===== config.mk =====
export PLATFORM = sky130hd
export DESIGN_NAME = decode_control_unit
export DESIGN_NICKNAME = d
export VERILOG_FILES = /design/src/rtl/decode_control_unit.sv
export SDC_FILE = /design/constraint.sdc
export NUM_CORES = 1
export LEC_CHECK = 0
export BUFFER_PORTS_ARGS = -buffer_cell sky130_fd_sc_hd__buf_2
export CAP_MARGIN = 25
export CORE_MARGIN = 4
export CORE_UTILIZATION = 40
export DETAILED_ROUTE_END_ITERATION = 7
export PLACE_DENSITY = 0.7
export SYNTH_ARGS = -nofsm -noshare
export SYNTH_HDL_FRONTEND = slang
export SYNTH_SLANG_ARGS = --single-unit

===== constraint.sdc =====
create_clock -name CLK -period 1.67 [get_ports CLK]
set_clock_uncertainty 0.1 [all_clocks]
set_input_delay 0.0835 -clock CLK [delete_from_list [all_inputs] [get_ports CLK]]
set_output_delay 0.0835 -clock CLK [all_outputs]
set_load 0.05 [all_outputs]

===== src/rtl/decode_control_unit.sv =====
// Instruction decoder producing the registered execute-stage control bundle.
// Optional read-after-write interlock enabled by defining DECODE_HAZARD_EN.
module decode_control_unit #(
    parameter int IW = 16
) (
    input  logic          CLK,
    input  logic          RST,
    input  logic [IW-1:0] INSTR_IN,
    input  logic          INSTR_VALID_IN,
    output logic          INSTR_READY_OUT,
    input  logic          STALL_IN,
    output logic          VALID_OUT,
    output logic          AR_OUT,
    output logic          BR_OUT,
    output logic [3:0]    ALU_OUT,
    output logic [1:0]    INPUT_SEL_OUT,
    output logic [5:0]    IMM_OUT,
    output logic          WREN_OUT,
    output logic [2:0]    WRITE_AD_OUT,
    output logic          ADR_MUX_OUT,
    output logic          WRITE_OUT,
    output logic          PC_LOAD_OUT,
    output logic          ILLEGAL_OUT
);

    typedef enum logic [1:0] {
        ST_RUN,
        ST_MEM2,
        ST_FLUSH,
        ST_HAZ
    } state_t;

    typedef struct packed {
        logic       valid;
        logic       ar;
        logic       br;
        logic [3:0] alu;
        logic [1:0] sel;
        logic [5:0] imm;
        logic       wren;
        logic [2:0] wad;
        logic       adr_mux;
        logic       write;
        logic       pc_load;
        logic       illegal;
    } ctrl_t;

    localparam logic [3:0] OP_NOP = 4'h0;
    localparam logic [3:0] OP_LDI = 4'h8;
    localparam logic [3:0] OP_LD  = 4'h9;
    localparam logic [3:0] OP_ST  = 4'hA;
    localparam logic [3:0] OP_JMP = 4'hB;

    state_t        state_q, state_d;
    ctrl_t         ctrl_q, ctrl_d;
    logic [IW-1:0] instr_q, instr_d;
    logic          accept;
    logic          raw_hazard;

    // First (or only) control word of an instruction.
    function automatic ctrl_t decode_first(input logic [15:0] ins);
        ctrl_t c;
        c = '0;
        c.valid = 1'b1;
        case (ins[15:12])
            OP_NOP: ;
            4'h1, 4'h2, 4'h3, 4'h4, 4'h5, 4'h6, 4'h7: begin
                c.ar   = 1'b1;
                c.br   = 1'b1;
                c.alu  = ins[15:12];
                c.wren = 1'b1;
                c.wad  = ins[11:9];
            end
            OP_LDI: begin
                c.sel  = 2'd1;
                c.imm  = ins[5:0];
                c.wren = 1'b1;
                c.wad  = ins[11:9];
            end
            OP_LD: begin
                c.ar      = 1'b1;
                c.adr_mux = 1'b1;
            end
            OP_ST: begin
                c.ar      = 1'b1;
                c.br      = 1'b1;
                c.adr_mux = 1'b1;
            end
            OP_JMP: begin
                c.pc_load = 1'b1;
                c.imm     = ins[5:0];
            end
            default: c.illegal = 1'b1;
        endcase
        return c;
    endfunction

    // Second word of a two-cycle memory instruction.
    function automatic ctrl_t decode_second(input logic [15:0] ins);
        ctrl_t c;
        c = '0;
        case (ins[15:12])
            OP_LD: begin
                c.valid = 1'b1;
                c.sel   = 2'd2;
                c.wren  = 1'b1;
                c.wad   = ins[11:9];
            end
            OP_ST: begin
                c.valid = 1'b1;
                c.write = 1'b1;
            end
            default: c = '0;
        endcase
        return c;
    endfunction

    function automatic state_t follow_state(input logic [3:0] op);
        state_t s;
        case (op)
            OP_LD, OP_ST: s = ST_MEM2;
            OP_JMP:       s = ST_FLUSH;
            default:      s = ST_RUN;
        endcase
        return s;
    endfunction

`ifdef DECODE_HAZARD_EN
    // ctrl_q is the last issued word; bubbles carry wren=0 and so clear tracking.
    logic [3:0] in_op;
    logic       uses_rd;
    logic       uses_rs;

    always_comb begin
        in_op   = INSTR_IN[15:12];
        uses_rd = ((in_op >= 4'h1) && (in_op <= 4'h7)) || (in_op == OP_ST);
        uses_rs = ((in_op >= 4'h1) && (in_op <= 4'h7)) || (in_op == OP_LD) || (in_op == OP_ST);
        raw_hazard = ctrl_q.wren &&
                     ((uses_rd && (ctrl_q.wad == INSTR_IN[11:9])) ||
                      (uses_rs && (ctrl_q.wad == INSTR_IN[8:6])));
    end
`else
    assign raw_hazard = 1'b0;
`endif

    assign INSTR_READY_OUT = (state_q == ST_RUN) && !STALL_IN;
    assign accept          = INSTR_VALID_IN && INSTR_READY_OUT;

    always_comb begin
        state_d = state_q;
        ctrl_d  = ctrl_q;
        instr_d = instr_q;
        if (!STALL_IN) begin
            ctrl_d = '0;
            case (state_q)
                ST_RUN: begin
                    if (accept) begin
                        instr_d = INSTR_IN;
                        if (raw_hazard) begin
                            state_d = ST_HAZ;
                        end else begin
                            ctrl_d  = decode_first(INSTR_IN);
                            state_d = follow_state(INSTR_IN[15:12]);
                        end
                    end
                end
                ST_MEM2: begin
                    ctrl_d  = decode_second(instr_q);
                    state_d = ST_RUN;
                end
                ST_FLUSH: state_d = ST_RUN;
                ST_HAZ: begin
                    ctrl_d  = decode_first(instr_q);
                    state_d = follow_state(instr_q[15:12]);
                end
                default: state_d = ST_RUN;
            endcase
        end
    end

    always_ff @(posedge CLK or posedge RST) begin
        if (RST) begin
            state_q <= ST_RUN;
            ctrl_q  <= '0;
            instr_q <= '0;
        end else begin
            state_q <= state_d;
            ctrl_q  <= ctrl_d;
            instr_q <= instr_d;
        end
    end

    assign VALID_OUT     = ctrl_q.valid;
    assign AR_OUT        = ctrl_q.ar;
    assign BR_OUT        = ctrl_q.br;
    assign ALU_OUT       = ctrl_q.alu;
    assign INPUT_SEL_OUT = ctrl_q.sel;
    assign IMM_OUT       = ctrl_q.imm;
    assign WREN_OUT      = ctrl_q.wren;
    assign WRITE_AD_OUT  = ctrl_q.wad;
    assign ADR_MUX_OUT   = ctrl_q.adr_mux;
    assign WRITE_OUT     = ctrl_q.write;
    assign PC_LOAD_OUT   = ctrl_q.pc_load;
    assign ILLEGAL_OUT   = ctrl_q.illegal;

endmodule


==> results.txt <==
Fmax = 593 MHz
Asr flop ratio synth = 100%
Post-synth top area share = 51.2%
Detail Route Antenna Nets = 0
Sequential share of power = 41.5%
Final min period = 1.69 ns
Yosys warnings = 0
Synthesized flop and latch total = 38
CP arrival = 1.82 ns
Global-route wire length before repair = 8120 µm
Initial DRC count = 78
Crit-path slowest cell = dfrtp_1
Starting Density = 42.1%
HPWL Detailed = 3250 µm
Synth area leaders = dfrtp_1 51%, nand2_1 13%, a32oi_1 4.2%
Post-Syn Area = 0.00186 mm²
Die X = 76.1 µm
Share of layout cells above drive strength 1 = 31.7%
DR pass1 iterations = 4
Antenna cells = 0
RR Endpoint = IMM_OUT[4]$_DFFE_PP0N_
IO Port Bufs = 40
Mean Syn Cell Area = 9.24 µm²
Commonest non-fill, non-tap cell in the layout = nand2_1
Die area = 0.00580 mm²
Mapped Cells = 201
WL final = 4540 µm
FF-to-FF Start = instr_q[14]$_DFFE_PP0P_
Yosys cell types = 40
Pleak = 1.27 nW
End-of-flow core utilization = 57.1%
Clock share of power = 38.1%
Final-layout fill cell count = 380
Hold Crit Endpoint = instr_q[13]$_DFFE_PP0P_
Req. time, crit path = 1.81 ns
Bufs on Longest Clock Path = 2
Max-capacitance violation count = 0
Slew headroom = 68.1%
Routability Congestion = 0.903
# DRC = 0
Grt ovf = 0
Num CTS Buffers = 5
Int Pwr = 1.83 mW
CP Class = reg -> reg
Fin cells = 317
Final worst-path setup slack = -0.0173 ns
Placed cells = 291
Worst-skew pair later-pin latency = 0.29 ns
Worst-Margin Slew = 0.478 ns
CTS root buffer = clkbuf_8
Pre-CTS setup slack = 0.00130 ns
Ys flop type = dfrtp_1
GR Util All Layers = 16.8%
Hold Path Class = in -> reg
CTS tree = yes
Worst-path clk slew = 0.07 ns
Via count = 1697
Synth area leader = dfrtp_1
Mapped Nets = 221
Sequential-to-total area share from yosys stat = 51.2%
Syn-to-layout area delta = 35.7%
Most frequent cells in the layout = 64 x nand2_1, 40 x buf_2, 37 x dfrtp_1
Status = complete, but fails checks
CP Max Fanout = 6
# nets final = 284
TritonCTS Sinks = 38
NetSw = 0.681 mW
Row cnt = 24
Cell Pwr Density = 998 mW/mm²
Worst setup SP type = flip-flop
Height of the die = 76.1 µm
Largest net degree at the start of global routing = 39
CP max stage delay = 0.42 ns
Final setup vio count = 6
Worst VDD drop = 559 µV
Vias in the first global route = 1674
Critical-path cell list = buf_6, nand4b_1, nor4b_2, buf_4, a32oi_1, nand2_1
Failing checks = negative setup slack
Initial antenna violation count = 0
RSZ-0062 raised after global routing = yes
Switch share = 27.1%
Vias per inst = 5.35
Post-synth EDFFs = 0
Worst Hold Depth = 3
H-tree levels = 2
Core Box Area = 0.00441 mm²
Period Utilization, post-route = 101%
I/O pin count = 44
Cells on worst reg2reg path = 6
Final hold viol count = 0
Critical Path Sink Type = flip-flop
Hold path start = INSTR_IN[13]
Max Slew Vio Count = 0
Comb pwr share = 20.4%
Reg2reg setup slack = -0.02 ns
WL/cell = 14.3 µm
per-stage QoR:
step           total power, mW  instance area, µm²  setup TNS (ns)  hold WS, ns
6_report                  2.52                2520         -0.0480       0.0209
3_5_place_dp              1.50                2160               0        0.123
5_1_grt                   2.64                2520          -0.688       0.0420
2_1_floorplan             1.38                1890           -3.01       0.0889
3_3_place_gp              1.49                2160               0        0.118
4_1_cts                   2.51                2460         -0.0340       0.0116
power groups by stage:
stage | Combinational, mW | Clock (mW) | Sequential, mW
finish | 0.512 | 0.959 | 1.04
CTS | 0.485 | 0.979 | 1.04
global placement | 0.426 | 0 | 1.06
detailed placement | 0.433 | 0 | 1.06
floorplan | 0.258 | 0 | 1.12
global route | 0.562 | 1.02 | 1.06
critical path, delay by kind of cell (launching register included):
| family | cells | cell delay [ns] |
|---|---|---|
| compound gates | 1 | 0.06 |
| simple gates | 3 | 0.72 |
| flops | 1 | 0.42 |
| buf+inv | 2 | 0.34 |
worst max-delay path by stage:
stage | from | to | cells past startpoint
floorplan | state_q[0]$_DFFE_PP0P_ | ILLEGAL_OUT$_DFFE_PP0N_ | 7
global placement | instr_q[13]$_DFFE_PP0P_ | WRITE_AD_OUT[1]$_DFFE_PP0N_ | 4
detailed placement | state_q[1]$_DFFE_PP0P_ | IMM_OUT[5]$_DFFE_PP0N_ | 4
CTS | state_q[1]$_DFFE_PP0P_ | IMM_OUT[3]$_DFFE_PP0N_ | 4
global route | instr_q[14]$_DFFE_PP0P_ | IMM_OUT[2]$_DFFE_PP0N_ | 6
finish | instr_q[14]$_DFFE_PP0P_ | IMM_OUT[4]$_DFFE_PP0N_ | 6
cells by family after synthesis:
logic type | count (synthesis) | share of synthesized area [%]
AO/OA/AOI/OAI | 41 | 16.4
XOR/XNOR | 2 | 0.944
buffers and inverters | 25 | 6.60
flip-flops | 38 | 51.2
AND/OR/NAND/NOR | 95 | 24.9
state kept, by name (all words and copies together) (netlist names), 2 cells and up:
register / count
IMM_OUT: 6
ALU_OUT: 4
INPUT_SEL_OUT: 2
state_q: 2
instr_q: 13
WRITE_AD_OUT: 3
repair_timing:
item / 4_1_cts / 5_1_grt
endpoints found under the setup margin: 5 / 17
resized for setup: 2 / 10
buffers inserted: 3 / 2
hold buffers: 13 / 0
pin swaps: 1 / 5
endpoints found under the hold margin: 58 / 0
cell usage after synthesis (2+ instances only):
library cell,number
a32oi_1,9
inv_1,6
and2_1,2
nor2_1,7
clkbuf_1,8
nand2_1,64
nand2b_1,3
o21ai_0,8
dfrtp_1,38
or4b_1,3
nor3_1,3
buf_2,8
a21oi_1,2
buf_6,2
nor4b_2,2
xnor2_1,2
o31ai_1,6
o41ai_1,2
nand4_1,3
a221o_1,2
o311ai_0,2
layout make-up:
cell class	instances	area [µm²]	area share [%]
timing repair buffer	75	503	20.0
clock buffer	6	82.6	3.28
inverter	6	22.5	0.894
clock inverter	2	60.1	2.38
tap	52	65.1	2.58
sequential	38	952	37.8
multi-input combinational	138	835	33.1
metal layers:
| layer | track usage [%] | routed length [µm] |
|---|---|---|
| met4 | 7.17 | 98 |
| met5 | 0 | 0 |
| met1 | 22.6 | 2080 |
| met2 | 26.0 | 2110 |
| met3 | 3.55 | 259 |
(Power assumes the default switching activity.)
